[config.mk]
export PLATFORM = sky130hd
export DESIGN_NAME = sound_event_timer
export DESIGN_NICKNAME = d
export VERILOG_FILES = /design/src/rtl/sound_event_timer.sv
export SDC_FILE = /design/constraint.sdc
export NUM_CORES = 1
export LEC_CHECK = 0
export CAP_MARGIN = 0
export CORE_AREA = 2 2 57 59
export CTS_CLUSTER_SIZE = 10
export DETAILED_ROUTE_END_ITERATION = 12
export DIE_AREA = 0 0 59 61
export GPL_ROUTABILITY_DRIVEN = 0
export PLACE_DENSITY = 0.58
export SLEW_MARGIN = 20
export SYNTH_ARGS = -nofsm -noshare
export SYNTH_HDL_FRONTEND = slang
export SYNTH_SLANG_ARGS = --single-unit
[constraint.sdc]
create_clock -name clk -period 1.6 [get_ports clk]
set_input_delay 0.16 -clock clk [delete_from_list [all_inputs] [get_ports clk]]
set_output_delay 0.16 -clock clk [all_outputs]
set_load 0.03 [all_outputs]
[src/rtl/sound_event_timer.sv]
// Multi-channel sound event timer: latches requests, plays lowest pending channel, then gaps.
// Optional SOUND_RETRIGGER_EN lets a lower-index pending channel preempt the playing one.
module sound_event_timer #(
  parameter int NUM_CH     = 4,
  parameter int CNT_W      = 8,
  parameter int PLAY_TICKS = 10,
  parameter int GAP_TICKS  = 2,
  localparam int SEL_W     = $clog2(NUM_CH)
) (
  input  logic              clk,
  input  logic              resetN,
  input  logic              tick,
  input  logic [NUM_CH-1:0] soundReq,
  input  logic              mute,
  output logic              playing,
  output logic [SEL_W-1:0]  chSel,
  output logic [CNT_W-1:0]  count,
  output logic              finishCount,
  output logic [NUM_CH-1:0] pending
);

  typedef enum logic [1:0] {
    IDLE = 2'd0,
    PLAY = 2'd1,
    GAP  = 2'd2
  } state_t;

  localparam logic [CNT_W-1:0] PLAY_LAST = CNT_W'(PLAY_TICKS - 1);
  localparam logic [CNT_W-1:0] GAP_LAST  =
    CNT_W'((GAP_TICKS > 0) ? GAP_TICKS - 1 : 0);
  localparam bit HAS_GAP = (GAP_TICKS > 0);

  state_t            state;
  logic [SEL_W-1:0]  lowIdx;
  logic              anyPend;
  logic              startOk;
  logic              preempt;
  logic              grant;
  logic [NUM_CH-1:0] grantMask;
  logic [NUM_CH-1:0] clrMask;

  // Priority encoder: lowest set pending bit wins
  always_comb begin
    lowIdx  = '0;
    anyPend = 1'b0;
    for (int i = NUM_CH - 1; i >= 0; i--) begin
      if (pending[i]) begin
        lowIdx  = SEL_W'(i);
        anyPend = 1'b1;
      end
    end
  end

  assign startOk = (state == IDLE) && anyPend && !mute;

`ifdef SOUND_RETRIGGER_EN
  assign preempt = (state == PLAY) && anyPend && !mute
                && (lowIdx < chSel);
`else
  assign preempt = 1'b0;
`endif

  assign grant     = startOk || preempt;
  assign grantMask = grant ? (NUM_CH'(1) << lowIdx) : '0;
  assign clrMask   = mute ? '1 : grantMask;

  always_ff @(posedge clk or negedge resetN) begin
    if (!resetN) begin
      state       <= IDLE;
      playing     <= 1'b0;
      chSel       <= '0;
      count       <= '0;
      finishCount <= 1'b0;
      pending     <= '0;
    end else begin
      finishCount <= 1'b0;
      // New requests override any clear in the same cycle
      pending     <= (pending & ~clrMask) | soundReq;
      unique case (state)
        IDLE: begin
          count <= '0;
          if (startOk) begin
            state   <= PLAY;
            playing <= 1'b1;
            chSel   <= lowIdx;
          end
        end
        PLAY: begin
          if (mute) begin
            state   <= IDLE;
            playing <= 1'b0;
            count   <= '0;
          end else if (preempt) begin
            chSel <= lowIdx;
            count <= '0;
          end else if (tick) begin
            if (count == PLAY_LAST) begin
              state       <= HAS_GAP ? GAP : IDLE;
              playing     <= 1'b0;
              finishCount <= 1'b1;
              count       <= '0;
            end else begin
              count <= count + CNT_W'(1);
            end
          end
        end
        GAP: begin
          if (mute) begin
            state <= IDLE;
            count <= '0;
          end else if (tick) begin
            if (count == GAP_LAST) begin
              state <= IDLE;
              count <= '0;
            end else begin
              count <= count + CNT_W'(1);
            end
          end
        end
        default: begin
          state   <= IDLE;
          playing <= 1'b0;
          count   <= '0;
        end
      endcase
    end
  end

endmodule
Word-level counts from Yosys, hierarchy flattened
Cells that the tools add are included.
Word-level totals
  register bits after elaboration: 18
  bits in latches: 0
  RAM bits: 0
  ROM bits: 0
  input bits: 8
  output and inout port bits: 16
  word-level logic and storage cells: 63
  memories kept: 0
Operators by class
  $add $sub $neg: 1
  multipliers: 0
  div/mod/pow operators: 0
  order comparisons: 0
  equality and inequality tests: 9
  shift-type cells: 1
  multiplexer cells: 34
  bitwise operators: 4
  reductions and logical operators: 8
Operators with widths (count)
  8-bit 2-to-1 mux: 6
  2-bit 2-to-1 mux: 11
  8-bit one-hot mux with 2 select lines: 1
  1-bit 2-to-1 mux: 12
  3-bit != test (second input constant): 4
  8-bit by 1-bit adder with 8-bit output (second input constant): 1
  8-bit by 1-bit equality test with 1-bit output (second input constant): 1
  8-bit by 4-bit equality test with 1-bit output (second input constant): 1
  4-bit 2-to-1 mux: 2
  2-bit one-hot mux with 3 select lines: 1
  5-bit AND reduction: 1
  4-bit AND: 1
  4-bit inverter: 1
  4-bit bitwise OR: 1
  2-bit AND reduction: 2
  4-bit AND reduction: 1
  1-bit by 2-bit left shift with 4-bit output (first input constant): 1
  1-bit one-hot mux with 3 select lines: 1
  2-bit by 1-bit equality test with 1-bit output (second input constant): 1
  2-bit equality test (second input constant): 1
  1-bit logical AND: 2
  2-bit logical NOT: 1
  2-bit != test (second input constant): 1
  1-bit logical NOT: 1
  1-bit inverter: 1

Longest topological paths before layout
Gate-level depths: netlist of run 1.
  depth in word-level cells: 11
  depth in mapped cells: 8
  depth with buffers taken out: 7

Worst setup path after synthesis of run 1
No wires, ideal clock.
  path type: register to register
  start point: reg count[1]
  end point: reg playing
  arrival time: 1.494 ns
  data required time: 1.479 ns
  slack: -0.016 ns
  stages on the path, launching flop included: 8
  path buffers: 0
  cell sequence: dfrtp_1 inv_1 ha_1 nor2b_1 and3_1 o211ai_2 nor2_1 o22a_1
On the way
  cells in the longest elaborated chain, start to end: 3
Ends and longest elaborated chain
  from (decl): line 17  | output logic [CNT_W-1:0] count,
  from (signal assigned): line 103  | count <= count + CNT_W'(1);
  from (signal assigned): line 116  | count <= count + CNT_W'(1);
  8-bit by 4-bit equality test with 1-bit output: line 97  | if (count == PLAY_LAST) begin
  3-bit != test (no source line)
  4-bit AND reduction (no source line)
  to (signal assigned): line 91  | playing <= 1'b0;
  to (signal assigned): line 99  | playing <= 1'b0;
  to (signal assigned): line 122  | playing <= 1'b0;
  to (decl): line 15  | output logic playing,
Every way passes these cells.
A chain may end at the register's enable or synchronous reset.

Final worst setup path of run 1
  start point: reg state[1]
  end point: reg count[5]
On the way
  cells in the longest elaborated chain, start to end: 3
  elaborated cells between the ends (all ways): 6
  those cells by class: eq/ne: 4; mux: 1; reduce/logical: 1
Ends and longest elaborated chain
  from (decl): line 33  | state_t state;
  from (signal assigned): line 98  | state <= HAS_GAP ? GAP : IDLE;
  2-bit by 1-bit equality test with 1-bit output or 2-bit equality test (tied branches): line 79  | unique case (state)
  3-bit != test (no source line)
  2-bit AND reduction (no source line)
Several ways; a longest one is shown, not always the timed one.

==> impl_metrics.py, run 1 <==
metrics = {
    "layout": {
        "antennaDiodeCount": 0,
        "nets": 163,
        "layoutNonFillerInstCount": 182,
        "layout-drive-gt1-share": 0.315,
        "syn_to_final_growth_pct": 57.4,
    },
    "cts": {
        "tritoncts": "built",
        "cts.path.max_buffers": 2,
        "cts_sinks": 18,
        "clock_latency_ns": 0.30,
        "clkSlewWorstSetupHoldPaths_ns": 0.11,
        "cts_root_buffer": "clkbuf_4",
        "cts_made_buffers": 3,
        "cts-htree-levels": 1,
        "holdBufCountCts": 0,
    },
    "sta": {
        "hold_viol_final": 0,
        "final.setup.tns_ns": 0,
        "max_clock_freq_mhz": 635,
        "worst_clock_skew_ns": 0.0147,
        "rsz0062_at_grt": "true",
        "slew_headroom": 0.758,
        "period_share": 0.984,
        "slew_violations": 0,
        "worst_pin_slew_ns": 0.362,
        "finalSetupViolCount": 0,
        "timing.final.crit_period_ns": 1.58,
    },
    "logic_synthesis": {
        "synth_ff_type": "dfrtp_1",
        "postSynthCellCount": 101,
        "synth_edf_count": 0,
        "synth_top_area_cell": "dfrtp_1",
        "synth_top_cells_by_count": "dfrtp_1, inv_1, nor2_1, o21ai_1",
        "ys.warnings.count": 0,
        "synth_top_area_share": 0.455,
        "yosysMostFrequentCell": "dfrtp_1",
        "synthArstFlopShare": 1.00,
        "yosys-top-cells-area": "dfrtp_1, ha_1, a22o_1, nor2b_1, o21ai_1",
        "synth.net_count": 114,
        "yosysSeqAreaShare": 0.455,
        "synth_cell_type_count": 31,
        "synth_area_um2": 990,
        "ys_ff_latch": 18,
        "syn_avg_cell_area_um2": 9.80,
    },
    "global_route": {
        "grt_usage": 0.155,
        "grt_overflow_total": 0,
        "grt_max_degree": 12,
        "grt_pass1_wl_um": 4110,
        "antenna_found_initial": 0,
        "grt_pass1_vias": 971,
    },
    "floorplan": {
        "dieWidth_um": 59,
        "die_height_um": 61,
        "rows": 20,
        "io_pins": 24,
        "floorplan.initialDensity": 0.335,
        "dieArea_um2": 3600,
        "core_area_um2": 2950,
    },
    "worst_hold_path": {
        "hold_path.class": "in -> async",
    },
    "detailed_routing": {
        "drcViolationCount": 0,
        "vias_per_cell": 5.23,
        "ant_nets": 0,
        "firstDrtPassIters": 2,
        "wl_per_cell_um": 13.6,
        "drt_wl_total_um": 2480,
        "vias": 951,
        "drt_iter0_markers": 14,
    },
    "critical_path": {
        "critPathRequiredTime_ns": 1.78,
        "critPathKind": "reg -> reg",
        "critPathCaptureType": "flop",
        "worstPathArrival_ns": 1.76,
        "cp-start-kind": "flop",
        "path_max_fanout": 5,
    },
    "run_status": {
        "outcome": "finished, final reports clean",
    },
    "placement": {
        "dp.cells": 175,
        "portBuffers": 23,
        "dp_hpwl_um": 1900,
    },
    "pwr": {
        "p_per_area_nw_per_um2": 1230,
        "peakVddDrop_v": 0.000550,
        "fin_total_pwr_mw": 1.91,
        "leakagePower_nw": 0.770,
    },
    "run": {
        "cap_violations": 0,
    },
}
metal layers:
layer  share of wire  vias up  global-route usage
li1                -      463                   -
met1            0.44      457               0.172
met2            0.49       24               0.279
met3           0.049        7              0.0341
met4           0.020        0              0.0779
met5               0        -                   0
logic make-up (layout without fill, tap and decap cells):
kind of cell             Yosys count  in the layout  synth area share
AND/OR/NAND/NOR                   38             38             0.210
AO/OA/AOI/OAI                     30             30             0.225
flip-flops                        18             18             0.455
buffers and inverters              9             57            0.0354
adder cells (fa/ha/maj)            5              5            0.0632
multiplexers                       1              1            0.0114
layout by cell type, fill, tap and decap left out, types with 5 or more instances in the layout:
cell | netlist | layout
buf_4 | 0 | 20
dfrtp_1 | 18 | 16
clkdlybuf4s50_1 | 0 | 13
o21ai_1 | 8 | 8
dlygate4sd2_1 | 0 | 8
nand2_1 | 7 | 7
inv_1 | 8 | 6
nor2_1 | 8 | 6
nor2b_1 | 7 | 6
a22o_1 | 6 | 6
and3_1 | 5 | 5
flip-flops by register name, indices dropped and copies added, names as in the netlist:
| register | flops |
|---|---|
| count | 8 |
| pending | 4 |
| chSel | 2 |
| state | 2 |
| finishCount | 1 |
| playing | 1 |
repair_timing:
action / in CTS / in global routing
endpoints found under the setup margin: 17 / 12
buffers inserted: 3 / 0
gates resized for setup: 17 / 17
pin swaps: 2 / 8
stage by stage:
stage	utilization	hold WS, ns	instance area [um^2]	setup slack, ns
5_1_grt	0.528	0.146	1560	-0.0356
6_report	0.528	0.123	1560	0.0249
3_3_place_gp	0.474	0.460	1400	-0.0278
2_1_floorplan	-	-0.136	991	0.0126
4_1_cts	0.506	0.136	1500	0.00330
3_5_place_dp	0.474	0.463	1400	-0.0601
critical path, cell delays in order (launching register included):
cell and delay, ns:
dfrtp_1 0.42, buf_6 0.13, ha_4 0.17, o21bai_4 0.17
or2_4 0.15, buf_4 0.12, o21ai_1 0.06, a22o_1 0.22
final cells by class:
class,count,area [um^2]
clock buffer,4,26.3
fill,276,1400
inverter,8,30.0
multi-input combinational,74,609
sequential,18,453
tap,33,41.3
timing repair buffer,45,398
report_power, final:
| group | total [mW] | internal (mW) | switching, mW |
|---|---|---|---|
| registers | 0.585 | 0.528 | 0.0567 |
| logic | 1.09 | 0.536 | 0.556 |
| clock network | 0.235 | 0.0970 | 0.138 |
| total | 1.91 | 1.16 | 0.751 |
path summary, 6_finish.rpt:
kind | start | end | slack, ns | cells after the start
worst min register to register | chSel[0] | chSel[0] | 0.50 | 2
min in group clk | soundReq[2] | pending[2] | 0.42 | 3
worst min-delay path | resetN | pending[0] | 0.12 | 1
worst max register to register | state[1] | count[5] | 0.02 | 7
worst max-delay path | state[1] | count[5] | 0.02 | 7
max in group asynchronous | resetN | count[3] | 0.98 | 2
No activity file was read; power rests on OpenSTA's default activity.
==> run 2, diff against run 1 <==
Settings changed: ABC_CLOCK_PERIOD_IN_PS set to 1600, REMOVE_ABC_BUFFERS set to 1.
==> impl_metrics.py, run 2 (synthesis results as in run 1) <==
metrics = {
    "run_status": {
        "outcome": "finished, final reports clean",
    },
    "sta": {
        "worst_clock_skew_ns": 0.00450,
        "slew_headroom": 0.785,
        "worst_pin_slew_ns": 0.322,
        "max_clock_freq_mhz": 639,
        "period_share": 0.978,
        "finalSetupViolCount": 0,
        "rsz0062_at_grt": "true",
        "slew_violations": 0,
        "hold_viol_final": 0,
        "timing.final.crit_period_ns": 1.56,
        "final.setup.tns_ns": 0,
    },
    "cts": {
        "tritoncts": "built",
        "clkSlewWorstSetupHoldPaths_ns": 0.10,
        "cts.path.max_buffers": 2,
        "cts-htree-levels": 1,
        "clock_latency_ns": 0.29,
        "cts_made_buffers": 3,
        "holdBufCountCts": 0,
        "cts_sinks": 18,
        "cts_root_buffer": "clkbuf_4",
    },
    "detailed_routing": {
        "ant_nets": 0,
        "drt_wl_total_um": 2500,
        "vias_per_cell": 5.23,
        "drcViolationCount": 0,
        "vias": 947,
        "wl_per_cell_um": 13.8,
        "firstDrtPassIters": 4,
        "drt_iter0_markers": 18,
    },
    "global_route": {
        "grt_overflow_total": 0,
        "antenna_found_initial": 0,
        "grt_max_degree": 19,
        "grt_pass1_wl_um": 3950,
        "grt_pass1_vias": 887,
        "grt_usage": 0.149,
    },
    "placement": {
        "dp.cells": 174,
        "dp_hpwl_um": 1870,
        "portBuffers": 23,
    },
    "layout": {
        "syn_to_final_growth_pct": 54.9,
        "final_common_cell": "buf_4",
        "largest_reg_flops": 8,
        "layout-drive-gt1-share": 0.311,
        "final_cell_mix": "buf_4, dfrtp_1, clkdlybuf4s50_1",
        "reg_top3": "count x8, pending x4",
        "top_register": "count",
        "nets": 163,
        "antennaDiodeCount": 0,
        "layoutNonFillerInstCount": 181,
    },
    "critical_path": {
        "crit_buf_inv": 2,
        "path_cells": "inv_2, ha_4, nor2_2, o211ai_1, nand2_4, buf_4, o31ai_2",
        "path_max_fanout": 7,
        "worstPathArrival_ns": 1.77,
        "worstReg2RegEnd": "count[1]",
        "reg2reg_depth": 7,
        "reg2reg_from": "state[1]",
        "cp-start-kind": "flop",
        "cpMaxStageDelayCell": "dfrtp_1",
        "ff2ff_setup_slack_ns": 0.04,
        "startpoint": "state[1]",
        "cp_top_family": "compound AO/OA/AOI/OAI gates",
        "endpoint": "count[1]",
        "cpPeakStageDelay_ns": 0.42,
        "critPathKind": "reg -> reg",
        "cp.depth": 7,
        "critPathCaptureType": "flop",
        "critPathRequiredTime_ns": 1.81,
    },
    "pwr": {
        "fin_total_pwr_mw": 1.89,
        "p_per_area_nw_per_um2": 1230,
        "leakagePower_nw": 0.764,
        "peakVddDrop_v": 0.000537,
    },
    "run": {
        "cap_violations": 0,
    },
    "floorplan": {
        "floorplan.initialDensity": 0.335,
        "die_height_um": 61,
        "rows": 20,
        "io_pins": 24,
        "core_area_um2": 2950,
        "dieArea_um2": 3600,
        "dieWidth_um": 59,
    },
    "worst_hold_path": {
        "hold_path.class": "in -> async",
    },
}
## run 2: per-layer routing
metal | routed length (um) | up-vias | track usage | share of wire
li1 | - | 462 | - | -
met1 | 1170 | 458 | 0.177 | 0.47
met2 | 1180 | 25 | 0.263 | 0.47
met3 | 122 | 2 | 0.0299 | 0.049
met4 | 21 | 0 | 0.0584 | 0.0084
met5 | 0 | - | 0 | 0
## run 2: how the worst min path moves through the flow
stage                 end  slack [ns]  depth (start not counted)
6_report       pending[0]        0.20                          2
5_1_grt          chSel[0]        0.19                          2
4_1_cts          chSel[0]        0.20                          2
3_5_place_dp     chSel[0]        0.49                          2
3_3_place_gp     chSel[0]        0.48                          2
2_1_floorplan    chSel[0]       -0.14                          0
## run 2: stage by stage
stage / cell area, um^2 / util / hold slack [ns] / setup WS [ns]
2_1_floorplan: 985 / - / -0.136 / -0.0308
3_3_place_gp: 1390 / 0.471 / 0.477 / -0.0287
3_5_place_dp: 1390 / 0.471 / 0.489 / -0.0578
4_1_cts: 1480 / 0.501 / 0.202 / 0.0290
5_1_grt: 1530 / 0.519 / 0.193 / -0.0154
6_report: 1530 / 0.519 / 0.198 / 0.0360
## run 2: cell type report
type / instances / area, um^2
multi-input cells: 74 / 597
inverters: 8 / 30.0
clock buffers: 3 / 22.5
repair buffers: 45 / 390
flip-flops and latches: 18 / 452
well taps: 33 / 41.3
fillers: 280 / 1420
## run 2: report_power, final
group          internal [mW]  switching (mW)
combinational          0.537           0.544
clock                 0.0874           0.134
sequential             0.528          0.0572
## run 2: repair_timing
item | 4_1_cts | 5_1_grt
setup endpoints to repair | 18 | 10
pin swaps | 3 | 7
buffers inserted | 2 | 2
resized for setup | 19 | 12
